$ cat src/rtl/storage_unit_be_clr.sv
// Flip-flop 1W1R storage array with per-byte write enables and a built-in clear engine.
// Latency: reads return RD_LAT (1 or 2) cycles after rd_en; writes land at the next posedge.
// Backpressure: none on the ports; while busy (clearing) every read and write is dropped.
//
// Ports:
//   clk, rst            clock and synchronous active-high reset
//   wr_en/wr_addr/wr_data/wr_be   write port, byte lanes gated by wr_be
//   rd_en/rd_addr       read request
//   rd_data/rd_valid    read result, rd_valid is a 1-cycle pulse, rd_data holds otherwise
//   clr_req             pulse to zero the whole array, one word per cycle
//   busy                clear engine running
module storage_unit_be_clr #(
  parameter int WIDTH      = 32,
  parameter int DEPTH      = 16,
  parameter int BYTE_W     = 8,
  parameter int RD_LAT     = 1,
  parameter int RDW_MODE   = 0,
  parameter int CLR_ON_RST = 1,
  localparam int NB        = WIDTH / BYTE_W,
  localparam int AW        = (DEPTH > 1) ? $clog2(DEPTH) : 1
) (
  input  logic             clk,
  input  logic             rst,
  input  logic             wr_en,
  input  logic [AW-1:0]    wr_addr,
  input  logic [WIDTH-1:0] wr_data,
  input  logic [NB-1:0]    wr_be,
  input  logic             rd_en,
  input  logic [AW-1:0]    rd_addr,
  output logic [WIDTH-1:0] rd_data,
  output logic             rd_valid,
  input  logic             clr_req,
  output logic             busy
);

  typedef enum logic {IDLE, CLEAR} state_t;

  // One extra bit so DEPTH itself is representable for range checks.
  localparam logic [AW:0]   DEPTH_C   = DEPTH[AW:0];
  localparam logic [AW-1:0] LAST_ADDR = AW'(DEPTH - 1);

  logic [WIDTH-1:0] mem [DEPTH];

  state_t          state;
  logic [AW-1:0]   clr_ptr;

  logic            accept;
  logic            wr_fire;
  logic            rd_fire;
  logic            rd_in_range;
  logic [WIDTH-1:0] rd_word;

  assign busy        = (state == CLEAR);
  // A clr_req cycle swallows any access presented alongside it.
  assign accept      = (state == IDLE) && !clr_req;
  assign wr_fire     = accept && wr_en && ({1'b0, wr_addr} < DEPTH_C);
  assign rd_fire     = accept && rd_en;
  assign rd_in_range = ({1'b0, rd_addr} < DEPTH_C);

  // Clear engine FSM.
  always_ff @(posedge clk) begin
    if (rst) begin
      state   <= (CLR_ON_RST != 0) ? CLEAR : IDLE;
      clr_ptr <= '0;
    end else begin
      case (state)
        IDLE: begin
          if (clr_req) begin
            state   <= CLEAR;
            clr_ptr <= '0;
          end
        end
        CLEAR: begin
          if (clr_ptr == LAST_ADDR) begin
            state   <= IDLE;
            clr_ptr <= '0;
          end else begin
            clr_ptr <= clr_ptr + AW'(1);
          end
        end
        default: begin
          state   <= IDLE;
          clr_ptr <= '0;
        end
      endcase
    end
  end

  // Storage array: deliberately unreset so contents survive rst when CLR_ON_RST=0.
  // Writes are suppressed during the rst cycle so an aborted clear cannot race a restart.
  always_ff @(posedge clk) begin
    if (!rst) begin
      if (state == CLEAR) begin
        mem[clr_ptr] <= '0;
      end else if (wr_fire) begin
        for (int b = 0; b < NB; b++) begin
          if (wr_be[b]) begin
            mem[wr_addr][b*BYTE_W +: BYTE_W] <= wr_data[b*BYTE_W +: BYTE_W];
          end
        end
      end
    end
  end

  // Read word selection; out-of-range addresses read as zero. With RDW_MODE=1 a
  // same-address write is forwarded lane by lane so the read sees the merged word.
  always_comb begin
    rd_word = '0;
    if (rd_in_range) begin
      rd_word = mem[rd_addr];
      if (RDW_MODE == 1 && wr_fire && (wr_addr == rd_addr)) begin
        for (int b = 0; b < NB; b++) begin
          if (wr_be[b]) begin
            rd_word[b*BYTE_W +: BYTE_W] = wr_data[b*BYTE_W +: BYTE_W];
          end
        end
      end
    end
  end

  generate
    if (RD_LAT == 2) begin : g_lat2
      logic [WIDTH-1:0] s1_data;
      logic             s1_vld;

      always_ff @(posedge clk) begin
        if (rst) begin
          s1_data  <= '0;
          s1_vld   <= 1'b0;
          rd_data  <= '0;
          rd_valid <= 1'b0;
        end else begin
          s1_vld   <= rd_fire;
          if (rd_fire) s1_data <= rd_word;
          rd_valid <= s1_vld;
          if (s1_vld) rd_data <= s1_data;
        end
      end
    end else begin : g_lat1
      always_ff @(posedge clk) begin
        if (rst) begin
          rd_data  <= '0;
          rd_valid <= 1'b0;
        end else begin
          rd_valid <= rd_fire;
          if (rd_fire) rd_data <= rd_word;
        end
      end
    end
  endgenerate

endmodule

$ cat config.mk
export PLATFORM = sky130hd
export DESIGN_NAME = storage_unit_be_clr
export DESIGN_NICKNAME = d
export VERILOG_FILES = /design/src/rtl/storage_unit_be_clr.sv
export SDC_FILE = /design/constraint.sdc
export NUM_CORES = 1
export LEC_CHECK = 0
export CAP_MARGIN = 15
export CORE_UTILIZATION = 35
export CTS_CLUSTER_DIAMETER = 100
export DETAILED_ROUTE_END_ITERATION = 12
export PLACE_DENSITY = 0.48
export SLEW_MARGIN = 20
export SYNTH_ARGS = -nofsm -noshare
export SYNTH_HDL_FRONTEND = slang
export SYNTH_SLANG_ARGS = --single-unit
$ cat constraint.sdc
create_clock -name clk -period 3.6 [get_ports clk]
set_input_delay 0.72 -clock clk [delete_from_list [all_inputs] [get_ports clk]]
set_output_delay 0.72 -clock clk [all_outputs]
set_load 0.01 [all_outputs]
# Yosys cells after proc, flatten, opt, wreduce, memory -nomap -nowiden
# Memory sizes are Yosys's and may differ from the RTL's. A register that Yosys moved wholly into a read port is not among the register bits.
# Index checks and enable logic that the tools add are counted.
dict set report totals {
  memories 1
  elab_cells 45
  ff_bits 6
  out_inout_bits 34
  ramBits 512
  input_bits 49
}
dict set report op_classes {
  n_reduce_logical 5
  bitwise_logic 1
  addsub 1
  n_eq_ne 2
  mux 32
}
# memory depth word_bits rd rd_ports_with_merged_regs write_ports line_no
set mem_list {}
lappend mem_list {mem 16 32 1 1 1 42} ;# logic [WIDTH-1:0] mem [DEPTH];
# operator count
set ops {}
lappend ops {{$mux 32} 1}
lappend ops {{$reduce_or 32->1} 1}
lappend ops {{$mux 1} 25}
lappend ops {{$mux 4} 4}
lappend ops {{$pmux 4 s2} 1}
lappend ops {{$add 4x1->4 const B} 1}
lappend ops {{$eq 4x4->1 const B} 1}
lappend ops {{$logic_and 1x1->1} 3}
lappend ops {{$ne 2x2->1 const B} 1}
lappend ops {{$pmux 1 s2} 1}
lappend ops {{$logic_not 1->1} 1}
lappend ops {{$not 1->1} 1}

# Logic depth before layout (Yosys ltp)
dict set report logic_depth {
  depth_word 9
  mapped_depth 8
  mapped_depth_nobuf 5
}

# Least setup slack after synthesis
# Ideal clock, no wire load.
dict set report synth_timing {
  path_kind {input to register}
  startpoint {in wr_en}
  endpoint {mem mem[13][0], enable pin}
  arrival_ns 2.463
  slack_ns 0.754
  path_buffers 1
  setup_ns 0.383
  t_required_ns 3.217
  cell_stages 5
  cell_sequence {nor2b_4 > nor4b_4 > mux2_2 > buf_2 > nor3_1}
}
dict set report synth_via {
  elab_chain_cells 7
  word_cells_on_any_way 20
  cone_classes {mux (18); reduce/logical (2)}
}
# item line_no
set synth_rtl {}
lappend synth_rtl {{start, declared} 24} ;# input logic wr_en,
lappend synth_rtl {{$logic_and 1x1->1 (*)} 56} ;# assign wr_fire = accept && wr_en && ({1'b0, wr_addr} < DEPTH_C);
lappend synth_rtl {{$mux 1} 95} ;# end else if (wr_fire) begin
lappend synth_rtl {{$mux 1} 93} ;# if (state == CLEAR) begin
lappend synth_rtl {{$mux 1} 92} ;# if (!rst) begin
lappend synth_rtl {{$mux 1 (not written as such)} 98} ;# mem[wr_addr][b*BYTE_W +: BYTE_W] <= wr_data[b*BYTE_W +: BYTE_W];
lappend synth_rtl {{$reduce_or 32->1 (no source line)} n/a}
lappend synth_rtl {{$mux 4 (no source line)} n/a}
lappend synth_rtl {{end, declared} 42}
# Mark *: on every way between the ends. The rest lies on a longest branch, timed or not.

# Worst setup path after layout
dict set report layout_timing {
  startpoint {in wr_be[0]}
  endpoint {mem mem[2][9], enable pin}
}
dict set report layout_via {
  elab_chain_cells 7
  word_cells_on_any_way 8
  cone_classes {mux (7); reduce/logical (1)}
}
# item line_no
set layout_rtl {}
lappend layout_rtl {{start, declared} 27} ;# input logic [NB-1:0] wr_be,
lappend layout_rtl {{$mux 1 (*)} 97} ;# if (wr_be[b]) begin
lappend layout_rtl {{$mux 1 (*)} 95}
lappend layout_rtl {{$mux 1 (*)} 93}
lappend layout_rtl {{$mux 1 (*)} 92}
lappend layout_rtl {{$mux 1 (not written as such) (*)} 98}
lappend layout_rtl {{$reduce_or 32->1 (no source line) (*)} n/a}
lappend layout_rtl {{$mux 4 (no source line)} n/a}
# Marked as above.

==> out/metrics.yaml <==
cp_data_required_time_ps: 3820
cts_tree: "built"
ir_drop_uv: 366
r2r_start: "busy"
power_mw: 13.4
cts-root-buf: "clkbuf_16"
cts_setup_buffers: 0
cp-start-kind: "input port"
r2r_cells: 6
ys_warn_count: 0
synth.top_cells.by_area: "edfxtp_1 71%, mux4_2 10%, mux2i_1 4.5%"
critPathMaxStageDelay_ps: 830
h-tree-depth: 2
cpMaxStageDelayCell: "nor3_1"
worstReg2RegEnd: "mem[2][9]"
place.gp.congestion: 0.748
cts_buffers: 58
cap_violations: 0
crit_buf_inv: 4
worstHoldStart: "rd_data[3]"
setup_tns_ps: 0
drtPass1Iterations: 5
wl_met2_um: 25600
row_count: 90
vias_per_cell: 5.14
die_area_sq_mm: 0.0628
syn-cell-area_sq_mm: 0.0216
cp-end-kind: "flop"
fin_crit_sh_pct: 81.9
routedWlPerCell_um: 25.2
grt_pass1_vias: 11400
synth_top_cell_by_area: "edfxtp_1"
layout_commonest_cell: "edfxtp_1"
cts_hold_buf: 0
grt_use_total_pct: 17.5
relSlewSlack_pct: 27.4
synthesis.instances: 1107
fillers: 5312
grt_pass1_wl_um: 79900
drt-total-wl_um: 53900
r2r_setup_slack_ps: 1010
crit_top_cell: "buf_4"
dp_cells: 2027
cts.clk_slew.worst_paths_ps: 60
synthFlopType: "edfxtp_1"
setup_violations: 0
worst_pin_slew_ps: 1080
wl_met3_um: 2410
setup.worst_path.class: "in -> reg"
die_y_um: 251
layout.nets: 1355
setup_ws_ps: 652
holdWs_ps: 476
grt_max_degree: 50
worstPathCellList: "clkdlybuf4s50_1, nor4_2, nor4b_4, buf_12, buf_4, mux2i_2, buf_4, nor3_1"
worst_hold_path.endpoint: "rd_data[3]"
layout_common_cells: "512 x edfxtp_1, 121 x buf_4, 96 x mux4_2, 96 x mux2i_1, 79 x clkdlybuf4s50_1"
critical_path.max_fanout: 8
core_sq_mm: 0.0607
finalCriticalPeriod_ps: 2950
ys_types: 42
num_antenna_cells: 0
met1_length_um: 24900
final_cells: 2137
ant_nets: 0
antenna_found_initial: 5
rsz0062_at_grt: "false"
synth_top_cell_area_share_pct: 71.1
critical-path-top-delay-family: "simple AND/OR/NAND/NOR gates"
seq_area_frac_synth_pct: 74.6
p_leak_nw: 7.76
dieWidth_um: 251
cp.arrival_ps: 3170
port_buffers: 82
synth-edff-count: 512
yosys_register_bits: 550
area.growth.synth_to_final_pct: 20.6
preCtsSetupSlack_ps: -172
dpl.hpwl_um: 35700
clockBufferDepth: 3
register_area_sq_mm: 0.0161
routed.top_layer: "met5"
syn_avg_cell_area_sq_um: 19.5
fmax_mhz: 339
hold_path_class: "reg -> reg"
cts.sinks: 550
vias: 11000
syn_nets: 1157
ios: 83
report.final.slew_viol_count: 0
grt_overflow: 0
clk_latency_ps: 610
worstHoldPathCells: 2
hold_violations: 0
async_flop_share_pct: 0
powerDensity_mw_per_mm2: 514
post_cts_resized: 0
clock_skew_ps: 13.9
multi_input_area_sq_mm: 0.00519
initial_core_util_pct: 35.6
drt_iter0_drc: 948
run_status: "complete, no violations"
drc: 0
drive_above_1_share_pct: 27.2
report_power, final:
part           switching (mW)  total [mW]  internal (mW)
registers              0.0281        7.01           6.98
clock network            2.40        5.81           3.41
logic                   0.331       0.594          0.263
Yosys cell counts (2+ instances only):
library cell,n
mux4_2,96
nor2_1,7
buf_6,3
dfxtp_1,38
buf_2,26
mux2i_1,97
buf_4,14
a21oi_1,10
inv_1,2
o2111ai_1,5
a22oi_1,27
nand2b_1,28
and2_1,33
o211ai_1,6
nand3_1,5
mux2_2,2
nor3_1,38
nor3_2,26
edfxtp_1,512
nor2b_1,9
a32oi_1,27
o21ai_0,27
clkbuf_1,22
mux2i_2,4
or2_2,5
buf_1,8
nand2_1,15
cell families after synthesis:
| logic type | count (synthesis) | share of synthesized area (%) |
|---|---|---|
| mux | 200 | 14.9 |
| fa+ha+maj | 1 | 0.0578 |
| simple gates | 173 | 5.14 |
| buf+inv | 76 | 1.82 |
| compound gates | 107 | 3.46 |
| flops | 550 | 74.6 |
tightest hold or removal path: stages (launching register included):
cell and delay (ps):
dfxtp_1 330, a32oi_1 50, o21ai_0 60
state kept, by name, summed over array words and instances (netlist names):
| register | flops |
|---|---|
| rd_valid | 1 |
| busy | 1 |
| rd_data | 32 |
| clr_ptr | 4 |
| mem | 512 |
area by class of cell:
| cell class | instances | area share [%] |
|---|---|---|
| well taps | 782 | 3.75 |
| repair buffers | 212 | 7.36 |
| inverters | 2 | 0.0288 |
| flip-flops and latches | 550 | 61.8 |
| clock buffers | 94 | 6.63 |
| multi-input cells | 481 | 19.9 |
| clock inverters | 16 | 0.508 |
routing by layer:
metal,vias up,GRT usage (%)
li1,4931,-
met5,-,0
met3,67,2.78
met2,252,27.8
met4,4,4.49
met1,5733,25.1
through the flow:
step | util [%] | instance area (sq um)
4_1_cts | 43.0 | 26100
5_1_grt | 43.0 | 26100
6_report | 43.0 | 26100
3_5_place_dp | 39.9 | 24200
2_1_floorplan | - | 21600
3_3_place_gp | 39.8 | 24200
worst max path at each step:
stage | startpoint | endpoint | cells after the start
2_1_floorplan | wr_en | mem[13][0] | 5
3_3_place_gp | wr_be[0] | mem[2][1] | 8
3_5_place_dp | wr_be[0] | mem[9][10] | 9
4_1_cts | wr_be[0] | mem[9][15] | 9
5_1_grt | wr_be[0] | mem[8][26] | 10
6_report | wr_be[0] | mem[2][9] | 8
Power figures use the tool's default switching activity.
